File: src/rtl/reg_file_param_if.sv
`default_nettype none
// ============================================================================
//  Module   : reg_file_param_if
//  Brief    : Read/write/debug/dump signal bundle for reg_file_param.
//  Revision : 1.0  initial release
// ============================================================================
interface reg_file_param_if #(
   parameter int N = 16,
   parameter int M = 3
);
   logic [M-1:0] Reg_read_ad_1;
   logic [M-1:0] Reg_read_ad_2;
   logic [N-1:0] Reg_read_data_1;
   logic [N-1:0] Reg_read_data_2;
   logic         Reg_Write;
   logic [M-1:0] Reg_write_ad;
   logic [N-1:0] Reg_write_data;
   logic         inr_check;
   logic [M-1:0] inr;
   logic [N-1:0] outvalue;
   logic         dump_start;
   logic         dump_busy;
   logic         dump_valid;
   logic         dump_ready;
   logic [M-1:0] dump_addr;
   logic [N-1:0] dump_data;

   modport master (
      output Reg_read_ad_1, Reg_read_ad_2, Reg_Write, Reg_write_ad, Reg_write_data,
      output inr_check, inr, dump_start, dump_ready,
      input  Reg_read_data_1, Reg_read_data_2, outvalue,
      input  dump_busy, dump_valid, dump_addr, dump_data
   );

   modport slave (
      input  Reg_read_ad_1, Reg_read_ad_2, Reg_Write, Reg_write_ad, Reg_write_data,
      input  inr_check, inr, dump_start, dump_ready,
      output Reg_read_data_1, Reg_read_data_2, outvalue,
      output dump_busy, dump_valid, dump_addr, dump_data
   );
endinterface
`default_nettype wire

File: src/rtl/reg_file_param.sv
`default_nettype none
// ============================================================================
//  Module   : reg_file_param
//  Brief    : N x 2**M register file, 2 comb read ports, 1 write port,
//             optional bypass, debug sample and handshaked dump engine.
//  Revision : 1.0  initial release
// ============================================================================
module reg_file_param #(
   parameter int N      = 16,
   parameter int M      = 3,
   parameter int BYPASS = 1,
   parameter int INIT0  = 7,
   parameter int INIT1  = 3
) (
   input  logic             Clock,
   input  logic             Reset,
   reg_file_param_if.slave  bus
);
   localparam int DEPTH = 2 ** M;

   localparam logic [0:0] S_IDLE = 1'b0;
   localparam logic [0:0] S_SEND = 1'b1;

   logic [N-1:0] regs_q [DEPTH];
   logic [N-1:0] outvalue_q;
   logic [0:0]   state_q, state_d;
   logic [M-1:0] addr_q, addr_d;
   logic [N-1:0] data_q, data_d;
   logic [M-1:0] addr_inc;

   function automatic logic [N-1:0] rst_val(input int idx);
      if (idx == 0) return N'(INIT0);
      if (idx == 1) return N'(INIT1);
      return '0;
   endfunction

   always_ff @(posedge Clock) begin
      if (Reset) begin
         for (int i = 0; i < DEPTH; i++) regs_q[i] <= rst_val(i);
      end else if (bus.Reg_Write) begin
         regs_q[bus.Reg_write_ad] <= bus.Reg_write_data;
      end
   end

   generate
      if (BYPASS != 0) begin : g_bypass
         assign bus.Reg_read_data_1 =
            (bus.Reg_Write && (bus.Reg_read_ad_1 == bus.Reg_write_ad)) ?
            bus.Reg_write_data : regs_q[bus.Reg_read_ad_1];
         assign bus.Reg_read_data_2 =
            (bus.Reg_Write && (bus.Reg_read_ad_2 == bus.Reg_write_ad)) ?
            bus.Reg_write_data : regs_q[bus.Reg_read_ad_2];
      end else begin : g_no_bypass
         assign bus.Reg_read_data_1 = regs_q[bus.Reg_read_ad_1];
         assign bus.Reg_read_data_2 = regs_q[bus.Reg_read_ad_2];
      end
   endgenerate

   // Sampled from stored state, so a same-edge write to inr is not observed.
   always_ff @(posedge Clock) begin
      if (Reset)              outvalue_q <= '0;
      else if (bus.inr_check) outvalue_q <= regs_q[bus.inr];
   end

   assign addr_inc = addr_q + M'(1);

   always_comb begin
      state_d = state_q;
      addr_d  = addr_q;
      data_d  = data_q;
      case (state_q)
         S_IDLE: begin
            if (bus.dump_start) begin
               state_d = S_SEND;
               addr_d  = '0;
               data_d  = regs_q[0];
            end
         end
         S_SEND: begin
            if (bus.dump_ready) begin
               if (&addr_q) begin
                  state_d = S_IDLE;
               end else begin
                  addr_d = addr_inc;
                  data_d = regs_q[addr_inc];
               end
            end
         end
         default: state_d = S_IDLE;
      endcase
   end

   always_ff @(posedge Clock) begin
      if (Reset) begin
         state_q <= S_IDLE;
         addr_q  <= '0;
         data_q  <= '0;
      end else begin
         state_q <= state_d;
         addr_q  <= addr_d;
         data_q  <= data_d;
      end
   end

   assign bus.outvalue   = outvalue_q;
   assign bus.dump_valid = (state_q == S_SEND);
   assign bus.dump_busy  = (state_q == S_SEND);
   assign bus.dump_addr  = addr_q;
   assign bus.dump_data  = data_q;
endmodule
`default_nettype wire

File: src/flat_wrapper.sv
// flat-port wrapper written by rule: the top's interface ports become plain ports
module reg_file_param_flat 
#(
   parameter int N      = 16,
   parameter int M      = 3,
   parameter int BYPASS = 1,
   parameter int INIT0  = 7,
   parameter int INIT1  = 3
)
  (Clock, Reset, bus_Reg_read_ad_1, bus_Reg_read_ad_2, bus_Reg_Write, bus_Reg_write_ad, bus_Reg_write_data, bus_inr_check, bus_inr, bus_dump_start, bus_dump_ready, bus_Reg_read_data_1, bus_Reg_read_data_2, bus_outvalue, bus_dump_busy, bus_dump_valid, bus_dump_addr, bus_dump_data);
  reg_file_param_if #(.N(N), .M(M)) bus_i ();
  input  logic Clock;
  input  logic Reset;
  input wire logic [$bits(bus_i.Reg_read_ad_1)-1:0] bus_Reg_read_ad_1;
  input wire logic [$bits(bus_i.Reg_read_ad_2)-1:0] bus_Reg_read_ad_2;
  input wire logic [$bits(bus_i.Reg_Write)-1:0] bus_Reg_Write;
  input wire logic [$bits(bus_i.Reg_write_ad)-1:0] bus_Reg_write_ad;
  input wire logic [$bits(bus_i.Reg_write_data)-1:0] bus_Reg_write_data;
  input wire logic [$bits(bus_i.inr_check)-1:0] bus_inr_check;
  input wire logic [$bits(bus_i.inr)-1:0] bus_inr;
  input wire logic [$bits(bus_i.dump_start)-1:0] bus_dump_start;
  input wire logic [$bits(bus_i.dump_ready)-1:0] bus_dump_ready;
  output wire logic [$bits(bus_i.Reg_read_data_1)-1:0] bus_Reg_read_data_1;
  output wire logic [$bits(bus_i.Reg_read_data_2)-1:0] bus_Reg_read_data_2;
  output wire logic [$bits(bus_i.outvalue)-1:0] bus_outvalue;
  output wire logic [$bits(bus_i.dump_busy)-1:0] bus_dump_busy;
  output wire logic [$bits(bus_i.dump_valid)-1:0] bus_dump_valid;
  output wire logic [$bits(bus_i.dump_addr)-1:0] bus_dump_addr;
  output wire logic [$bits(bus_i.dump_data)-1:0] bus_dump_data;
  assign bus_i.Reg_read_ad_1 = bus_Reg_read_ad_1;
  assign bus_i.Reg_read_ad_2 = bus_Reg_read_ad_2;
  assign bus_i.Reg_Write = bus_Reg_Write;
  assign bus_i.Reg_write_ad = bus_Reg_write_ad;
  assign bus_i.Reg_write_data = bus_Reg_write_data;
  assign bus_i.inr_check = bus_inr_check;
  assign bus_i.inr = bus_inr;
  assign bus_i.dump_start = bus_dump_start;
  assign bus_i.dump_ready = bus_dump_ready;
  assign bus_Reg_read_data_1 = bus_i.Reg_read_data_1;
  assign bus_Reg_read_data_2 = bus_i.Reg_read_data_2;
  assign bus_outvalue = bus_i.outvalue;
  assign bus_dump_busy = bus_i.dump_busy;
  assign bus_dump_valid = bus_i.dump_valid;
  assign bus_dump_addr = bus_i.dump_addr;
  assign bus_dump_data = bus_i.dump_data;
  reg_file_param #(.N(N), .M(M), .BYPASS(BYPASS), .INIT0(INIT0), .INIT1(INIT1)) u_core (.Clock(Clock), .Reset(Reset), .bus(bus_i));
endmodule
File: config.mk
export PLATFORM = sky130hd
export DESIGN_NAME = reg_file_param_flat
export DESIGN_NICKNAME = d
export VERILOG_FILES = /design/src/rtl/reg_file_param_if.sv /design/src/rtl/reg_file_param.sv /design/src/flat_wrapper.sv
export SDC_FILE = /design/constraint.sdc
export NUM_CORES = 1
export LEC_CHECK = 0
export CORE_UTILIZATION = 40
export CTS_CLUSTER_DIAMETER = 30
export CTS_CLUSTER_SIZE = 40
export DETAILED_ROUTE_END_ITERATION = 6
export SYNTH_ARGS = -nofsm -noshare
export SYNTH_HDL_FRONTEND = slang
export SYNTH_SLANG_ARGS = --single-unit
File: constraint.sdc
create_clock -name Clock -period 2.35 [get_ports Clock]
set_input_delay 0.235 -clock Clock [delete_from_list [all_inputs] [get_ports Clock]]
set_output_delay 0.235 -clock Clock [all_outputs]
set_load 0.01 [all_outputs]
* Word level (Yosys, flattened, before mapping)
Memory sizes are Yosys's and may differ from the RTL's. A register that Yosys moved wholly into a read port is not among the register bits. Index checks and enable logic that the tools add are counted.
Word-level totals: flip-flop bits (word level) 20, memory bits (writable) 128, input bits 34, output and inout port bits 69, word-level logic and storage cells 43, memories kept 1
Memories:
- u_core.regs_q | depth 8, width 16, rd ports 5, clocked after memory_dff 1, wr ports 8, line reg_file_param.sv:24 | logic [N-1:0] regs_q [DEPTH];
Operators by class: $add $sub $neg 1, equality and inequality tests 5, mux-type cells 27, bitwise operators 1, reductions and logical operators 5
Operators with widths (number):
- $mux W16 | 8
- $pmux W16 S2 | 1
- $reduce_or A16 Y1 | 1
- $mux W3 | 5
- $mux W1 | 10
- $eq A3 B3 Y1 | 2
- $ne A2 B2 Y1 const B | 3
- $pmux W3 S2 | 1
- $reduce_and A3 Y1 | 2
- $add A3 B1 Y3 const B | 1
- $logic_and A1 B1 Y1 | 2
- $mux W2 | 1
- $pmux W1 S2 | 1
- $not A1 Y1 | 1

* Logic depth before layout (Yosys ltp)
word-level depth 5, gate-level depth with buffers 7, mapped depth without buffers 5

* Worst setup path before layout
Ideal clock, no wire load.
kind input to register, start point in bus_Reg_write_ad[2], end point mem u_core.regs_q[1][0], enable pin, library setup time 411 ps, arrival 1984 ps, data required time 1939 ps, path slack -45 ps, stages 3, buffers on the path 1, path through or3b_1 -> clkbuf_1 -> o21ai_0
RTL lines:
- start, declared | line flat_wrapper.sv:17 | input wire logic [$bits(bus_i.Reg_write_ad)-1:0] bus_Reg_write_ad;
- end, declared | line reg_file_param.sv:24

==> results <==
- The flow ran to the end, but the final reports show violations.
- The checks that failed: design-rule violations, negative setup slack.
- The timing-limited maximum frequency is 416.1 MHz.
- The violation count after the first detailed-route iteration is 1,141.
- The clock transition at the register clock pins on the worst setup and hold paths after CTS is 0.06 ns.
- The core region is 26,130 um^2.
- The time the worst path needs with I/O delays and setup is 2.403 ns.
- The clock insertion delay at the later pin of the skew report is 0.44 ns.
- The worst setup path is captured at an output port.
- The max-capacitance violation count is 0.
- The number of distinct library cell variants in the gate-level netlist after synthesis is 33.
- The initial antenna violation count was 0.
- The async set or reset register ratio after synthesis is 0.
- Synthesis produced a netlist whose cell count is 715.
- Counting stages on the worst path, the most repeated cell is mux2_4.
- The number of vias per cell is 6.259.
- The die covers 27,370 um^2.
- The fraction of final layout cells with drive strength greater than 1 is 0.4384.
- The number of iterations in the first detailed-routing pass is 7.
- The average routed wire per standard cell is 27.66 um.
- The cell family contributing the most delay on the critical path is multiplexers.
- The number of endpoints with negative hold slack in the final report is 0.
- For this run, the number of Yosys warnings is 0.
- The overall track demand over capacity in global routing is 0.2691.
- The number of enable flip-flop cells after synthesis is 128.
- The worst stage delay on the critical path is 0.46 ns.
- The buffers plus inverters on the worst setup path is 2.
- The net count of the mapped netlist is 751.
- The signal on the critical path passes through buf_4, mux4_2, mux2_4, mux2_4, buf_6.
- TritonCTS built the clock tree.
- At the worst endpoint, the required time is 2.12 ns.
- The most used flip-flop cell after synthesis is edfxtp_1.
- The I/O pin count is 103.
- The maximum fanout encountered on the critical timing path is 3.
- The die is 165.5 um tall.
- The number of sinks on the clock net is 164.
- The setup violation total in the final timing report is 15.
- The slew at the pin closest to its max-slew limit is 0.6705 ns.
- After synthesis the netlist holds a flip-flop and latch count of 164.
- The maximum clock insertion buffer count is 2.
- STA classifies the critical path startpoint as a flop.
- After the flow finishes, the layout carries non-filler instances totaling 1,284.
- Wires add up to 35,520 um.
- In this run the power density over the cells is 593.7 nW/um^2.
- The headroom to the max-slew limit is 0.5514.
- OpenSTA, run right after detailed placement, puts the worst setup slack at -0.2540 ns.
- The final weighted congestion of routability-driven global placement is 0.8684.
- The critical path is of the reg2out type.
- Of the synthesized area, sequential elements account for 0.4271.
- Setup repair after global routing could not meet its margin everywhere.
- The post-synthesis cell area is 10,690 um^2.
- The number of cell rows is 59.
- The initial utilization of the core area, before any placement, comes to 0.4089.
- The H-tree generated during clock tree synthesis spans 4 levels.
- The root buffer cell is clkbuf_16.
- The data arrival time of the critical path is 2.17 ns.
- Clock tree synthesis inserted a total of 17 buffers.
- The path category of the worst min-delay check is reg2reg.
- After detailed routing, the number of remaining DRC violations is 16.
- Buffers placed on the I/O ports in this run total 102.
- VDD sags by at most 0.4699 mV.
- The routed layout has 8,036 vias.
- The final setup slack of the worst path is -0.05336 ns.
- The remaining global-route overflow is 0.
- Counting the fill cells in the layout gives 2,162.
- After the last flow step, the layout net total stands at 973.
- The via count of the first global-routing pass was 8,360.
- The width of the die is 165.5 um.
- Detailed placement ended at an HPWL of 22,220 um.
- The count of final max-slew check failures is 0.
- Once detail routing completed, the nets flagged for antenna violations numbered 0.
- The global-route wire length before repair is 52,460 um.
- The number of antenna repair diodes is 0.
- The synthesized area per cell is 14.95 um^2.
- In the finished design, the share of the clock period the worst path needs comes to 1.023.
- The design draws 8.164 mW.
- The area added between synthesis and finish is 28.66%.
- The leakage dissipation is 5.101 nW.
- Entering global routing, the biggest net connects 40 pins.
- The cell count after placement is 1,149.
- Clock skew on the completed layout was measured at 0.01181 ns.
- The cell with the largest stage delay on the worst path is mux4_2.
-- per-stage QoR --
| step | setup TNS (ns) | hold WS (ns) | util | instance area (um^2) |
|---|---|---|---|---|
| 2_1_floorplan | -2.152 | 0.4128 | - | 10690 |
| 5_1_grt | -0.9316 | 0.4890 | 0.5261 | 13750 |
| 4_1_cts | -0.2186 | 0.4829 | 0.5220 | 13640 |
| 3_3_place_gp | -6.473 | 0.4707 | 0.4745 | 12400 |
| 6_report | -0.2607 | 0.4815 | 0.5261 | 13750 |
| 3_5_place_dp | -7.667 | 0.4705 | 0.4745 | 12400 |
-- state kept, by name, indices dropped and copies added (netlist names) --
signal,flops
u_core.regs_q,128
u_core.bus.dump_data,16
u_core.bus.outvalue,16
u_core.bus.dump_addr,3
u_core.bus.dump_busy,1
-- cell usage in the layout (no fill, tap or decap), drive strengths merged, types with 18 or more instances in the layout --
master and count:
and2 123, buf 204, clkbuf 19, clkdlybuf4s50 66, dfxtp 36, edfxtp 128
mux2 64, mux4 128, nor2 22, nor3 18, o21ai 22
-- worst register-to-register path, stage by stage, from the launching register on --
cell     delay, ns
dfxtp_1       0.33
ha_1          0.19
ha_2          0.39
buf_12        0.21
mux4_2        0.54
mux2i_1       0.18
o21ai_0       0.10
-- synth_stat cells (6+ instances only) --
master    instances  area (um^2)
dfxtp_1          36        720.7
o22ai_1          16        100.1
o21ai_0          22        110.1
mux4_1           64         1682
buf_6            10        112.6
xnor2_1           6        52.55
buf_2            14        70.07
mux4_2           64         1441
mux2i_1          16        160.2
mux2_2           54        608.1
nand2b_1          8        50.05
nand2_1           6        22.52
nor3_1           17        85.08
edfxtp_1        128         3844
clkbuf_1         41        153.9
mux2_4           10        150.1
nor2_1           22        82.58
nor4bb_1         16        160.2
and2_1          123        769.5
a41oi_1          16        140.1
-- metal layers --
metal  vias to the layer above  global-route usage  routed length (um)
met4                         0              0.1198                1484
met2                       515              0.4563               17630
li1                       3341                   -                   -
met1                      4063              0.3236               13330
met5                         -                   0                   0
met3                       117             0.06568                3063
-- worst paths after layout --
check        cells after the start                            startpoint  slack, ns                              endpoint
min                              2   u_core.bus.outvalue[8]$_SDFFE_PP0P_       0.48   u_core.bus.outvalue[8]$_SDFFE_PP0P_
max reg2reg                      6  u_core.bus.dump_addr[1]$_SDFFE_PP0P_       0.30  u_core.bus.dump_data[0]$_SDFFE_PP0P_
min reg2reg                      2   u_core.bus.outvalue[8]$_SDFFE_PP0P_       0.48   u_core.bus.outvalue[8]$_SDFFE_PP0P_
max                              5     u_core.regs_q[3][2]$_SDFFCE_PN0P_      -0.05                bus_Reg_read_data_2[2]
-- layout make-up --
type                            instances  area (um^2)  share of cell area
Sequential cell                       164         4564              0.3320
Inverter                                1        3.754           0.0002730
Clock buffer                           19        432.9             0.03149
Multi-Input combinational cell        481         5687              0.4136
Timing Repair Buffer                  272         2510              0.1825
Tap cell                              335        419.2             0.03049
Clock inverter                         12        132.6            0.009646
-- repair_timing --
item	4_1_cts	5_1_grt
cloned	1	0
gates resized for setup	235	22
hold buffers	0	0
setup endpoints to repair	32	22
setup buffers	94	11
-- power by group --
group / switching [mW] / total [mW] / internal [mW]
Combinational: 0.806 / 1.90 / 1.10
Sequential: 0.184 / 3.51 / 3.32
Clock: 1.20 / 2.75 / 1.56
Total: 2.18 / 8.16 / 5.98
-- cells by family (layout without fill, tap and decap cells) --
logic type      after synthesis  in the layout  synth area share
mux                         208            208            0.3782
compound gates               58             58           0.03466
fa+ha+maj                     2              2          0.002341
buf+inv                      70            304           0.03395
flops                       164            164            0.4271
simple gates                207            207            0.1188
xor+xnor                      6              6          0.004917
No activity file was read; power rests on OpenSTA's default activity.
